File: src/rtl/cont4bits_secuenciador_pkg.sv
// Shared definitions for the lap sequencer and its 4-bit counter datapath:
// state encoding, counter width and small decode helpers.
package cont4bits_secuenciador_pkg;

    localparam int CNT_W = 4;

    localparam logic [CNT_W-1:0] CNT_ZERO = 4'd0;
    localparam logic [CNT_W-1:0] CNT_ONE  = 4'd1;
    localparam logic [CNT_W-1:0] CNT_MAX  = 4'd15;

    typedef enum logic [1:0] {
        ST_IDLE = 2'd0,
        ST_RUN  = 2'd1,
        ST_HOLD = 2'd2,
        ST_DONE = 2'd3
    } seq_state_e;

    // A run is in progress while counting or paused.
    function automatic logic is_busy(input seq_state_e st);
        logic b;
        case (st)
            ST_RUN:  b = 1'b1;
            ST_HOLD: b = 1'b1;
            default: b = 1'b0;
        endcase
        return b;
    endfunction

    function automatic logic is_done(input seq_state_e st);
        return (st == ST_DONE);
    endfunction

endpackage

File: src/rtl/cont4bits_secuenciador_clr.sv
// Mod-16 counter with synchronous clear (priority over enable) and a
// terminal-count strobe that is only raised while counting.
module cont4bits_clr
    import cont4bits_secuenciador_pkg::*;
(
    input  logic             clk,
    input  logic             reset_n,
    input  logic             clr,
    input  logic             enable,
    output logic [CNT_W-1:0] Q,
    output logic             TC
);

    logic [CNT_W-1:0] cnt_q;
    logic [CNT_W-1:0] cnt_d;

    // Next count: clear wins, otherwise advance when enabled (15 wraps to 0).
    always_comb begin
        cnt_d = cnt_q;
        if (clr) begin
            cnt_d = CNT_ZERO;
        end else if (enable) begin
            cnt_d = cnt_q + CNT_ONE;
        end else begin
            cnt_d = cnt_q;
        end
    end

    // Count register.
    always_ff @(posedge clk or negedge reset_n) begin
        if (!reset_n) begin
            cnt_q <= CNT_ZERO;
        end else begin
            cnt_q <= cnt_d;
        end
    end

    assign Q  = cnt_q;
    assign TC = enable & (cnt_q == CNT_MAX);

endmodule

File: src/rtl/cont4bits_secuenciador.sv
// Lap sequencer: runs the mod-16 counter for a latched number of full laps,
// with level pause and a highest-priority abort.
module cont4bits_secuenciador
    import cont4bits_secuenciador_pkg::*;
#(
    parameter int LAP_W = 4
) (
    input  logic             clk,
    input  logic             reset_n,
    input  logic             start,
    input  logic             pause,
    input  logic             stop,
    input  logic [LAP_W-1:0] n_laps,
    output logic [CNT_W-1:0] q,
    output logic [LAP_W-1:0] lap,
    output logic             busy,
    output logic             done,
    output logic             aborted
);

    localparam logic [LAP_W-1:0] LAP_ZERO = {LAP_W{1'b0}};
    localparam logic [LAP_W-1:0] LAP_ONE  = {{(LAP_W-1){1'b0}}, 1'b1};

    seq_state_e       state_q;
    seq_state_e       state_d;
    logic [LAP_W-1:0] lap_q;
    logic [LAP_W-1:0] lap_d;
    logic [LAP_W-1:0] laps_q;
    logic [LAP_W-1:0] laps_d;
    logic             aborted_q;
    logic             aborted_d;

    logic             cnt_clr_s;
    logic             cnt_en_s;
    logic             cnt_tc_s;
    logic [CNT_W-1:0] cnt_val_s;
    logic [LAP_W-1:0] lap_inc_s;

    cont4bits_clr u_cnt (
        .clk     (clk),
        .reset_n (reset_n),
        .clr     (cnt_clr_s),
        .enable  (cnt_en_s),
        .Q       (cnt_val_s),
        .TC      (cnt_tc_s)
    );

    assign lap_inc_s = lap_q + LAP_ONE;

    // Next state, lap bookkeeping and counter control.
    always_comb begin
        state_d   = state_q;
        lap_d     = lap_q;
        laps_d    = laps_q;
        aborted_d = 1'b0;
        cnt_clr_s = 1'b0;
        cnt_en_s  = 1'b0;
        case (state_q)
            ST_IDLE: begin
                if (start) begin
                    cnt_clr_s = 1'b1;
                    lap_d     = LAP_ZERO;
                    laps_d    = n_laps;
                    if (n_laps != LAP_ZERO) begin
                        state_d = ST_RUN;
                    end else begin
                        state_d = ST_DONE;
                    end
                end else begin
                    state_d = ST_IDLE;
                end
            end
            ST_RUN, ST_HOLD: begin
                if (stop) begin
                    // q and lap are intentionally left as they are.
                    state_d   = ST_IDLE;
                    aborted_d = 1'b1;
                end else if (pause) begin
                    state_d = ST_HOLD;
                end else begin
                    // Leaving HOLD counts in the same cycle pause drops.
                    cnt_en_s = 1'b1;
                    state_d  = ST_RUN;
                    if (cnt_tc_s) begin
                        lap_d = lap_inc_s;
                        if (lap_inc_s == laps_q) begin
                            state_d = ST_DONE;
                        end else begin
                            state_d = ST_RUN;
                        end
                    end else begin
                        lap_d = lap_q;
                    end
                end
            end
            ST_DONE: begin
                state_d = ST_IDLE;
            end
            default: begin
                state_d = ST_IDLE;
            end
        endcase
    end

    // Control registers.
    always_ff @(posedge clk or negedge reset_n) begin
        if (!reset_n) begin
            state_q   <= ST_IDLE;
            lap_q     <= LAP_ZERO;
            laps_q    <= LAP_ZERO;
            aborted_q <= 1'b0;
        end else begin
            state_q   <= state_d;
            lap_q     <= lap_d;
            laps_q    <= laps_d;
            aborted_q <= aborted_d;
        end
    end

    assign q       = cnt_val_s;
    assign lap     = lap_q;
    assign busy    = is_busy(state_q);
    assign done    = is_done(state_q);
    assign aborted = aborted_q;

endmodule

File: config.mk
export PLATFORM = sky130hd
export DESIGN_NAME = cont4bits_secuenciador
export DESIGN_NICKNAME = d
export VERILOG_FILES = /design/src/rtl/cont4bits_secuenciador_pkg.sv /design/src/rtl/cont4bits_secuenciador_clr.sv /design/src/rtl/cont4bits_secuenciador.sv
export SDC_FILE = /design/constraint.sdc
export NUM_CORES = 1
export LEC_CHECK = 0
export BUFFER_PORTS_ARGS = -buffer_cell sky130_fd_sc_hd__buf_2
export CAP_MARGIN = 20
export CORE_MARGIN = 2
export CORE_UTILIZATION = 55
export CTS_BUF_LIST = sky130_fd_sc_hd__clkbuf_16
export DETAILED_ROUTE_END_ITERATION = 8
export MAX_ROUTING_LAYER = met4
export PLACE_DENSITY = 0.8
export SYNTH_ARGS = -nofsm -noshare
export SYNTH_HDL_FRONTEND = slang
export SYNTH_SLANG_ARGS = --single-unit
File: constraint.sdc
create_clock -name clk -period 3.75 [get_ports clk]
set_input_delay 0.75 -clock clk [delete_from_list [all_inputs] [get_ports clk]]
set_output_delay 0.75 -clock clk [all_outputs]
set_load 0.03 [all_outputs]
==> impl_results.md <==
- Outcome: complete, no violations
- RR Startpoint: state_q[0]$_DFF_PN0_
- CTS tree: yes
- Clock Pin Slew Worst Setup and Hold Paths: around 0.04 ns
- # hold bufs at CTS: 0
- Total Routing Usage GR: 0.239
- Initial core utilization: 0.575
- Initial DRC Count: 14
- Total wire length: approximately 1.9 mm
- Max clock buf depth: 2
- Startpoint Class: flip-flop
- TritonRoute pass-1 iters: 4
- WP data required: ~3 ns
- Row cnt: 14
- Avg Vias per Cell: approximately 6.3
- Relative slew margins: 0.745
- Core Area: around 1500 um^2
- Final Max Slew Viols: 0
- CP Capture Type: output port
- Postcts setup bufs: 0
- Final setup violating endpoints: 0
- Die H: around 43 um
- Remaining routing DRC violations: 0
- # Max-Cap Violations: 0
- Fillcell total: 125
- WS Path Type: reg -> out
- Chip Width: around 43 um
- Htree depth: 1
- Min cycle time layout: 2.09 ns
- Synthesized area: approximately 860 um^2
- Pwr Density: around 460 nW/um^2
- Worst slew pin tran: between 0.3 and 0.4 ns
- Yosys warnings: 0
- WHS: between 0.4 and 0.5 ns
- # IOs: 20
- DP HPWL: 1.37 mm
- Total CTS buffers: 3
- Setup TNS: 0 ns
- Fmax: ~480 MHz
- Register area: around 380 um^2
- RSZ-0062 raised after global routing: no
- Area of the multi-input gates: ~460 um^2
- Synthesized Nets: 90
- Vias: 715
- Final Skew: approximately 0.0012 ns
- Skew-Pair Late Insertion Delay: 0.24 ns
- R2R setup slack: ~1.8 ns
- # nets final: between 100 and 150
- Antenna fix cells: 0
- DIE AREA: between 1500 and 2000 um^2
- Peak supply drop: 0.279 mV
- Worst Setup EP: busy
- Total gr overflow: 0
- Worst EP arrival: around 1.3 ns
- Area Overhead vs Synth: 21.6%
- Clk root buf: clkbuf_16
- CTS Sinks: 15
- Endpoints failing hold: 0
- Largest net degree at the start of global routing: 16
- Seq/Total Area, Yosys: 0.439
- Cell count of the worst reg-to-reg path: 5
- Mapped Cells: 76
- Critical R2R Capture: lap[2]$_DFFE_PN0P_
- Post_cts resized: 0
- Layout cells sized above 1: 0.309
- Final Cycle Share: 0.557
- Port bufs: 19
- Crit Path Max Fanout: 10
- Final antenna-violating net count: 0
- GP Congestion: about 0.8
- First-pass GRT wire length: roughly 3.1 mm
- Mean Syn Cell Area: roughly 11 um^2
- Worst Hold Class: in -> async
- Setup crit start: state_q[0]$_DFF_PN0_
- Post-synthesis register bit count: 15
- Initial antenna violation count: 0
- Wire length per cell: between 15 and 20 um
- Number of global-route vias before repair: about 700
- Count of cell types in the netlist: 31
- Leakage: between 0.5 and 0.6 nW
-- through the flow --
step           instances  total power [W]  setup slack (ns)  instance area, um^2  utilization
2_1_floorplan         76         0.000256              1.78                  856            -
3_3_place_gp         109         0.000279              1.79                  962        0.646
3_5_place_dp         109         0.000282              1.65                  962        0.646
4_1_cts              113         0.000487              1.67                 1040        0.699
5_1_grt              113         0.000502              1.60                 1040        0.699
6_report             113         0.000483              1.66                 1040        0.699
-- how the worst min path moves through the flow --
| stage | startpoint | to | slack, ns | cells past startpoint |
|---|---|---|---|---|
| CTS | reset_n | u_cnt.Q[3]$_DFFE_PN0P_ | 0.41 | 1 |
| global placement | laps_q[1]$_DFFE_PN0P_ | laps_q[1]$_DFFE_PN0P_ | 0.51 | 1 |
| global route | reset_n | u_cnt.Q[3]$_DFFE_PN0P_ | 0.43 | 1 |
| floorplan | reset_n | aborted$_DFF_PN0_ | 0.45 | 0 |
| finish | reset_n | u_cnt.Q[3]$_DFFE_PN0P_ | 0.40 | 1 |
| detailed placement | laps_q[1]$_DFFE_PN0P_ | laps_q[1]$_DFFE_PN0P_ | 0.52 | 1 |
-- layer usage --
metal	global-route usage	vias up	part of all wire
met5	-	-	0
li1	-	328	-
met4	0.170	0	0.047
met3	0.0375	11	0.075
met1	0.277	332	0.39
met2	0.376	44	0.49
-- flip-flops by register name, indices dropped and copies added (netlist names) --
register  flops
u_cnt.Q       4
laps_q        4
lap           4
aborted       1
state_q       2
-- kinds of logic after synthesis --
family,share of synthesized area
compound gates,0.136
xor+xnor,0.0819
fa+ha+maj,0.0731
buf+inv,0.0278
flops,0.439
mux,0.0643
simple gates,0.178
-- where the power goes --
group           total, W  switching, W  internal [W]
registers       0.000190     0.0000116      0.000178
logic          0.0000911     0.0000521     0.0000390
clock network   0.000202     0.0000615      0.000141
-- critical path, cell delays in order (launching register included) --
cell     delay (ns)
dfrtp_1        0.34
inv_1          0.06
ha_1           0.44
buf_2          0.25
-- synthesized netlist by cell type --
cell	instances	area (um^2)
clkbuf_1	1	3.75
and2_2	1	7.51
xnor2_1	6	52.6
o21ai_0	6	30.0
mux2_2	4	45.0
or4_1	1	7.51
nor2b_1	1	6.26
or3b_1	1	8.76
or3_1	2	12.5
nor3b_1	1	7.51
nor4_1	1	6.26
mux2i_1	1	10.0
a21oi_1	1	5.00
o311ai_0	4	35.0
nor2_1	3	11.3
a32oi_1	1	8.76
and4bb_2	1	12.5
o31ai_1	1	7.51
o211ai_1	4	30.0
and2_1	1	6.26
nand2_1	1	3.75
nand4bb_1	1	11.3
inv_1	4	15.0
nand4b_4	1	23.8
nand3_1	2	10.0
xor2_1	2	17.5
ha_1	5	62.6
or4_4	1	11.3
nand2b_1	1	6.26
dfrtp_1	15	375
buf_2	1	5.00
-- cell usage in the layout (no fill, tap or decap), types with 2 or more instances in the layout --
| master | instances |
|---|---|
| buf_2 | 19 |
| dfrtp_1 | 15 |
| xnor2_1 | 6 |
| o21ai_0 | 6 |
| inv_1 | 5 |
| ha_1 | 5 |
| o211ai_1 | 4 |
| o311ai_0 | 4 |
| mux2_2 | 4 |
| nor2_1 | 3 |
| clkbuf_16 | 3 |
| nand3_1 | 2 |
| xor2_1 | 2 |
| or3_1 | 2 |
-- final cells by class --
type                            instances  share of cell area
Tap cell                               16              0.0192
Clock inverter                          1             0.00361
Timing Repair Buffer                   19              0.0913
Clock buffer                            3              0.0721
Inverter                                4              0.0144
Sequential cell                        15               0.361
Multi-Input combinational cell         55               0.439
Power figures use the tool's default switching activity.
